$ cat src/rtl/spi_regs_pkg.sv
// Shared constants and types for the SPI register bank: default widths,
// the ID register, the software register map, and arbiter enums.
package spi_regs_pkg;

  localparam int unsigned ADDR_BITS_DEF = 7;
  localparam int unsigned DATA_BITS_DEF = 8;
  localparam logic [6:0]  ID_ADDR_DEF   = 7'h7F;
  localparam logic [7:0]  ID_VALUE_DEF  = 8'hA5;

  // register map shared by the datapath and the SPI software map
  localparam logic [6:0] REG_CTRL      = 7'h00;
  localparam logic [6:0] REG_STATUS    = 7'h01;
  localparam logic [6:0] REG_GAIN      = 7'h10;
  localparam logic [6:0] REG_OFFSET    = 7'h11;
  localparam logic [6:0] REG_FILT_SEL  = 7'h12;
  localparam logic [6:0] REG_DSP_BASE  = 7'h20;

  typedef enum logic [1:0] {IDLE, ISSUE, ACK} arb_state_e;
  typedef enum logic [1:0] {K_RAM, K_ID, K_ZERO} addr_kind_e;

endpackage

$ cat src/rtl/reg_ram.sv
// Single-port synchronous register RAM: write-first, registered read.
module reg_ram #(
  parameter int unsigned ADDR_BITS = 7,
  parameter int unsigned DATA_BITS = 8,
  parameter int unsigned DEPTH     = 128
) (
  input  logic                 clk,
  input  logic                 we,
  input  logic [ADDR_BITS-1:0] addr,
  input  logic [DATA_BITS-1:0] wdata,
  output logic [DATA_BITS-1:0] rdata
);

  logic [DATA_BITS-1:0] mem [DEPTH];

  always_ff @(posedge clk) begin
    if (we) begin
      mem[addr] <= wdata;
      rdata     <= wdata;
    end else if (32'(addr) < DEPTH) begin
      rdata <= mem[addr];
    end else begin
      rdata <= '0;
    end
  end

endmodule

$ cat src/rtl/spi_reg_arbiter.sv
// Register bank shared between the SPI slave (always wins) and one internal
// req/ack requester; clears the RAM after reset and broadcasts SPI writes.
module spi_reg_arbiter
  import spi_regs_pkg::*;
#(
  parameter int unsigned          ADDR_BITS = ADDR_BITS_DEF,
  parameter int unsigned          DATA_BITS = DATA_BITS_DEF,
  parameter int unsigned          NUM_REGS  = 128,
  parameter logic [DATA_BITS-1:0] ID_VALUE  = DATA_BITS'(ID_VALUE_DEF)
) (
  input  logic                 clk,
  input  logic                 reset_n,
  input  logic                 spi_read_stb,
  input  logic                 spi_write_stb,
  input  logic [ADDR_BITS-1:0] spi_addr,
  input  logic [DATA_BITS-1:0] spi_write_data,
  output logic [DATA_BITS-1:0] spi_read_data,
  input  logic                 int_req,
  input  logic                 int_we,
  input  logic [ADDR_BITS-1:0] int_addr,
  input  logic [DATA_BITS-1:0] int_wdata,
  output logic                 int_ack,
  output logic [DATA_BITS-1:0] int_rdata,
  output logic                 cfg_stb,
  output logic [ADDR_BITS-1:0] cfg_addr,
  output logic [DATA_BITS-1:0] cfg_data
);

  localparam logic [ADDR_BITS-1:0] ID_ADDR = '1;

  typedef struct packed {
    logic                 we;
    logic [ADDR_BITS-1:0] addr;
    logic [DATA_BITS-1:0] wdata;
  } ram_req_t;

  function automatic addr_kind_e decode(input logic [ADDR_BITS-1:0] a);
    if (a == ID_ADDR)          return K_ID;
    else if (32'(a) < NUM_REGS) return K_RAM;
    else                       return K_ZERO;
  endfunction

  function automatic logic [DATA_BITS-1:0] kind_data(input addr_kind_e k,
                                                     input logic [DATA_BITS-1:0] rd);
    case (k)
      K_RAM:   return rd;
      K_ID:    return ID_VALUE;
      default: return '0;
    endcase
  endfunction

  arb_state_e           state;
  logic                 clearing;
  logic [ADDR_BITS-1:0] clr_cnt;
  addr_kind_e           int_kind;
  logic                 spi_rd_vld;
  addr_kind_e           spi_rd_kind;
  logic [DATA_BITS-1:0] spi_rd_hold;
  logic [DATA_BITS-1:0] ram_rdata;
  ram_req_t             ram_req;
  logic                 int_grant;
  logic                 spi_commit;
  logic                 spi_rd_take;

  // write wins over a simultaneous read strobe
  assign spi_rd_take = spi_read_stb && !spi_write_stb;

  // port grant: clear counter, then SPI, then an internal request from IDLE
  always_comb begin
    ram_req    = '{we: 1'b0, addr: spi_addr, wdata: spi_write_data};
    int_grant  = 1'b0;
    spi_commit = 1'b0;
    if (clearing) begin
      ram_req = '{we: 1'b1, addr: clr_cnt, wdata: '0};
    end else if (spi_write_stb) begin
      spi_commit = (decode(spi_addr) == K_RAM);
      ram_req.we = spi_commit;
    end else if (spi_read_stb) begin
      ram_req.we = 1'b0;
    end else if (state == IDLE && int_req) begin
      int_grant = 1'b1;
      ram_req   = '{we: int_we && (decode(int_addr) == K_RAM), addr: int_addr,
                    wdata: int_wdata};
    end
  end

  reg_ram #(.ADDR_BITS(ADDR_BITS), .DATA_BITS(DATA_BITS), .DEPTH(NUM_REGS)) u_ram (
    .clk   (clk),
    .we    (ram_req.we),
    .addr  (ram_req.addr),
    .wdata (ram_req.wdata),
    .rdata (ram_rdata)
  );

  // RAM output is presented directly in the cycle after a read, then held
  assign spi_read_data = spi_rd_vld ? kind_data(spi_rd_kind, ram_rdata) : spi_rd_hold;

  always_ff @(posedge clk) begin
    if (!reset_n) begin
      state       <= IDLE;
      clearing    <= 1'b1;
      clr_cnt     <= '0;
      int_kind    <= K_ZERO;
      int_ack     <= 1'b0;
      int_rdata   <= '0;
      cfg_stb     <= 1'b0;
      cfg_addr    <= '0;
      cfg_data    <= '0;
      spi_rd_vld  <= 1'b0;
      spi_rd_kind <= K_ZERO;
      spi_rd_hold <= '0;
    end else begin
      if (clearing) begin
        clr_cnt <= clr_cnt + 1'b1;
        if (clr_cnt == ADDR_BITS'(NUM_REGS - 1)) clearing <= 1'b0;
      end

      cfg_stb <= spi_commit;
      if (spi_commit) begin
        cfg_addr <= spi_addr;
        cfg_data <= spi_write_data;
      end

      spi_rd_vld <= spi_rd_take;
      if (spi_rd_take) spi_rd_kind <= clearing ? K_ZERO : decode(spi_addr);
      if (spi_rd_vld)  spi_rd_hold <= spi_read_data;

      // the internal read is captured in ISSUE, before any SPI access reuses the port
      int_ack <= 1'b0;
      case (state)
        IDLE: if (int_grant) begin
          state    <= ISSUE;
          int_kind <= decode(int_addr);
        end
        ISSUE: begin
          state     <= ACK;
          int_ack   <= 1'b1;
          int_rdata <= kind_data(int_kind, ram_rdata);
        end
        ACK:     state <= IDLE;
        default: state <= IDLE;
      endcase
    end
  end

endmodule
$ cat config.mk
export PLATFORM = sky130hd
export DESIGN_NAME = spi_reg_arbiter
export DESIGN_NICKNAME = d
export VERILOG_FILES = /design/src/rtl/spi_regs_pkg.sv /design/src/rtl/reg_ram.sv /design/src/rtl/spi_reg_arbiter.sv
export SDC_FILE = /design/constraint.sdc
export NUM_CORES = 1
export LEC_CHECK = 0
export BUFFER_PORTS_ARGS = -buffer_cell sky130_fd_sc_hd__clkbuf_2
export CELL_PAD_IN_SITES_DETAIL_PLACEMENT = 2
export CELL_PAD_IN_SITES_GLOBAL_PLACEMENT = 2
export CORE_MARGIN = 2
export CORE_UTILIZATION = 38
export CTS_BUF_LIST = sky130_fd_sc_hd__clkbuf_16
export DETAILED_ROUTE_END_ITERATION = 12
export MAX_ROUTING_LAYER = met4
export PLACE_DENSITY = 0.64
export SLEW_MARGIN = 20
export SYNTH_ARGS = -nofsm -noshare
export SYNTH_HDL_FRONTEND = slang
export SYNTH_HIERARCHICAL = 1
export SYNTH_SLANG_ARGS = --single-unit
$ cat constraint.sdc
create_clock -name clk -period 8 [get_ports clk]
set_input_delay 1.6 -clock clk [delete_from_list [all_inputs] [get_ports clk]]
set_output_delay 1.6 -clock clk [all_outputs]
set_load 0.05 [all_outputs]
==> impl_metrics.json <==
{
  "skew_ns": 0.02502,
  "overflow": 0,
  "numCtsBuffers": 111,
  "syn_avg_cell_area_um2": 21.89,
  "ys_types": 40,
  "syn_area_um2": 41870,
  "min_from": "int_rdata[0]$_SDFFE_PN0P_",
  "r2r_start": "state[1]$_SDFFE_PN0P_",
  "finalSetupViolations": 0,
  "cts_tree": "done",
  "min_path_cells": 2,
  "drt_first_pass_iters": 7,
  "antenna_found_initial": 9,
  "grt_first_pass_wirelength_um": 166800,
  "vias_per_cell": 5.722,
  "met2_length_um": 57750,
  "clk_pin_slew_ns": 0.06,
  "core-area_um2": 109000,
  "min_path_type": "reg -> reg",
  "die_y_um": 336.0,
  "min_to": "int_rdata[0]$_SDFFE_PN0P_",
  "worst-r2r-cell-count": 5,
  "fin_crit_sh_pct": 80.07,
  "top_layer": "met4",
  "cp_slowest_cell": "dfxtp_4",
  "max_freq_ghz": 0.1561,
  "finalInstanceArea_um2": 47640,
  "wire_per_inst_um": 32.43,
  "r2r_slack_ns": 3.31,
  "cts-hold-fix-buffers": 0,
  "synth-async-reset-ratio_pct": 0,
  "fin_nets": 2071,
  "finalHoldViolCount": 0,
  "critPathCaptureType": "output pin",
  "maxSlewViolCount": 0,
  "cp.arrival_ns": 4.81,
  "start_kind": "register",
  "synth_nets": 1950,
  "path_class": "reg -> out",
  "rsz0062_at_grt": "false",
  "cp_max_fo": 56,
  "synth_seq_cells": 1079,
  "port_buffers": 68,
  "clk_latency_ns": 0.69,
  "drtAntennaViolNets": 0,
  "synth_edf_count": 1024,
  "min_period_ns": 6.406,
  "cts.sinks": 1079,
  "met1_length_um": 48190,
  "cap_viol_max_count": 0,
  "synth_warnings": 6,
  "cts_root_buf": "clkbuf_16",
  "initial_core_util_pct": 38.41,
  "io_pins": 69,
  "grt_max_degree": 90,
  "slew_headroom_pct": 25.06,
  "fin_hold_ws_ns": 0.4599,
  "ys_seq_area_share_pct": 76.07,
  "cp.required_ns": 6.40,
  "die_w_um": 336.0,
  "power_mw": 11.79,
  "die_area_um2": 112900,
  "grt_pass1_vias": 22060,
  "grt_usage_pct": 21.29,
  "worst_pin_slew_ns": 1.124,
  "finalWirelength_um": 114900,
  "core.rowCount": 121,
  "wl_met3_um": 6215,
  "drc_errors": 0,
  "ctsResizeCount": 0,
  "final_common_cell": "edfxtp_1",
  "areaGrowthSynthToFinish_pct": 13.78,
  "synthesis.instances": 1913,
  "tns_ns": 0,
  "gp_congestion": 0.7930,
  "slowest_delay_ns": 0.93,
  "irDropWorstVdd_mv": 0.1766,
  "routed-via-count": 20280,
  "status": "completed",
  "dr.first_iter.drc_count": 1910,
  "cp_common_cell": "mux4_2",
  "cts_max_path_buffers": 3,
  "cts_setup_buffers": 0,
  "layout-drive-gt1-share_pct": 29.97,
  "cts-htree-levels": 3,
  "crit_chain": "buf_12 > mux4_2 > mux4_2 > mux4_2 > mux2_2 > o211ai_1 > nand2_1 > clkbuf_2",
  "ys.flop_type": "edfxtp_1",
  "post_dp_cell_area_um2": 44130,
  "timing.rr.end": "u_ram/mem[113][5]$_DFFE_PP_",
  "leakagePower_nw": 14.93,
  "final_cell_mix": "edfxtp_1, mux4_2, nor2_1, clkbuf_16, clkbuf_2",
  "hpwl_um": 71760,
  "p_per_area_nw_per_um2": 247.4
}
## critical path: cells and delay by family (launching register included)
| family | cells | cell delay, ns |
|---|---|---|
| and+or+nand+nor | 1 | 0.12 |
| muxes | 4 | 2.00 |
| buffers and inverters | 2 | 0.71 |
| DFF | 1 | 0.93 |
| AOI/OAI and AO/OA | 1 | 0.24 |
## sequential cells by signal, summed over array words and instances, names as in the netlist, 7 cells and up, named ones only
register,cells
cfg_addr,7
cfg_data,8
clr_cnt,7
int_rdata,8
spi_rd_hold,8
u_ram/mem,1024
## synthesized netlist by cell type, types with 2 or more instances
cell type	instances	area, um2
dfxtp_1	55	1101
o211ai_1	4	30.03
nor2_1	145	544.3
nand2b_1	15	93.84
a21o_1	2	15.01
buf_1	22	82.58
a22oi_1	4	30.03
o221a_2	3	33.78
and3_1	3	18.77
inv_1	4	15.01
mux4_2	336	7567
a31oi_1	9	56.30
nor2b_1	7	43.79
buf_4	12	90.09
edfxtp_1	1024	30750
nor3_1	10	50.05
and4_1	2	17.52
nor4b_1	2	17.52
mux2_2	8	90.09
nand3_1	32	160.2
buf_2	16	80.08
xor2_1	3	26.28
clkbuf_1	58	217.7
a21oi_1	24	120.1
or3_1	6	37.54
nand4_1	7	43.79
nand2_1	58	217.7
o21ai_0	16	80.08
mux2i_1	15	150.1
## metal layers
layer  vias up  track usage [%]
li1       8274                -
met4         0            5.438
met2       660            34.91
met3       170            2.693
met1     11180            28.37
met5         -                -
## where the power goes
| part | total [mW] | leakage [nW] | internal [mW] | switching [mW] |
|---|---|---|---|---|
| Sequential | 6.14 | 10.0 | 6.10 | 0.0357 |
| Clock | 5.04 | 1.83 | 2.86 | 2.18 |
| Combinational | 0.605 | 3.06 | 0.281 | 0.324 |
## worst max-delay path by stage
| stage | from | to | slack [ns] | depth (start not counted) |
|---|---|---|---|---|
| after floorplan | spi_read_stb | u_ram/mem[0][0]$_DFFE_PP_ | 1.16 | 4 |
| after global placement | spi_read_stb | u_ram/mem[17][7]$_DFFE_PP_ | 2.18 | 6 |
| after detailed placement | spi_read_stb | u_ram/mem[118][1]$_DFFE_PP_ | 2.01 | 7 |
| after CTS | register | spi_read_data[7] | 1.45 | 8 |
| after global routing | register | spi_read_data[0] | 1.32 | 8 |
| final | register | spi_read_data[7] | 1.59 | 8 |
## cell type report
type / count / area (um2)
repair buffers: 117 / 815.8
diodes: 1 / 2.502
fillers: 9885 / 61360
well taps: 1414 / 1769
inverters: 5 / 18.77
multi-input cells: 720 / 9658
clock buffers: 114 / 2853
clock inverters: 94 / 660.6
flip-flops and latches: 1079 / 31870
## kinds of logic (layout without fill, tap and decap cells)
| logic type | count (synthesis) | after routing | synth area share (%) |
|---|---|---|---|
| multiplexers | 359 | 359 | 18.65 |
| other | 0 | 1 | 0 |
| AND/OR/NAND/NOR | 292 | 292 | 3.063 |
| adder cells (fa/ha/maj) | 1 | 1 | 0.02988 |
| AO/OA/AOI/OAI | 65 | 65 | 0.9383 |
| buffers and inverters | 114 | 330 | 1.195 |
| XOR/XNOR | 3 | 3 | 0.06276 |
| flip-flops | 1079 | 1079 | 76.07 |
## per-stage QoR
| stage | setup slack [ns] | std cells | util, % |
|---|---|---|---|
| 2_1_floorplan | 1.155 | 1913 | - |
| 3_3_place_gp | 2.180 | 3334 | 40.46 |
| 3_5_place_dp | 2.009 | 3335 | 40.48 |
| 4_1_cts | 1.449 | 3543 | 43.71 |
| 5_1_grt | 1.320 | 3544 | 43.71 |
| 6_report | 1.594 | 3544 | 43.71 |
Note: power is estimated with default switching activity, not from simulation.
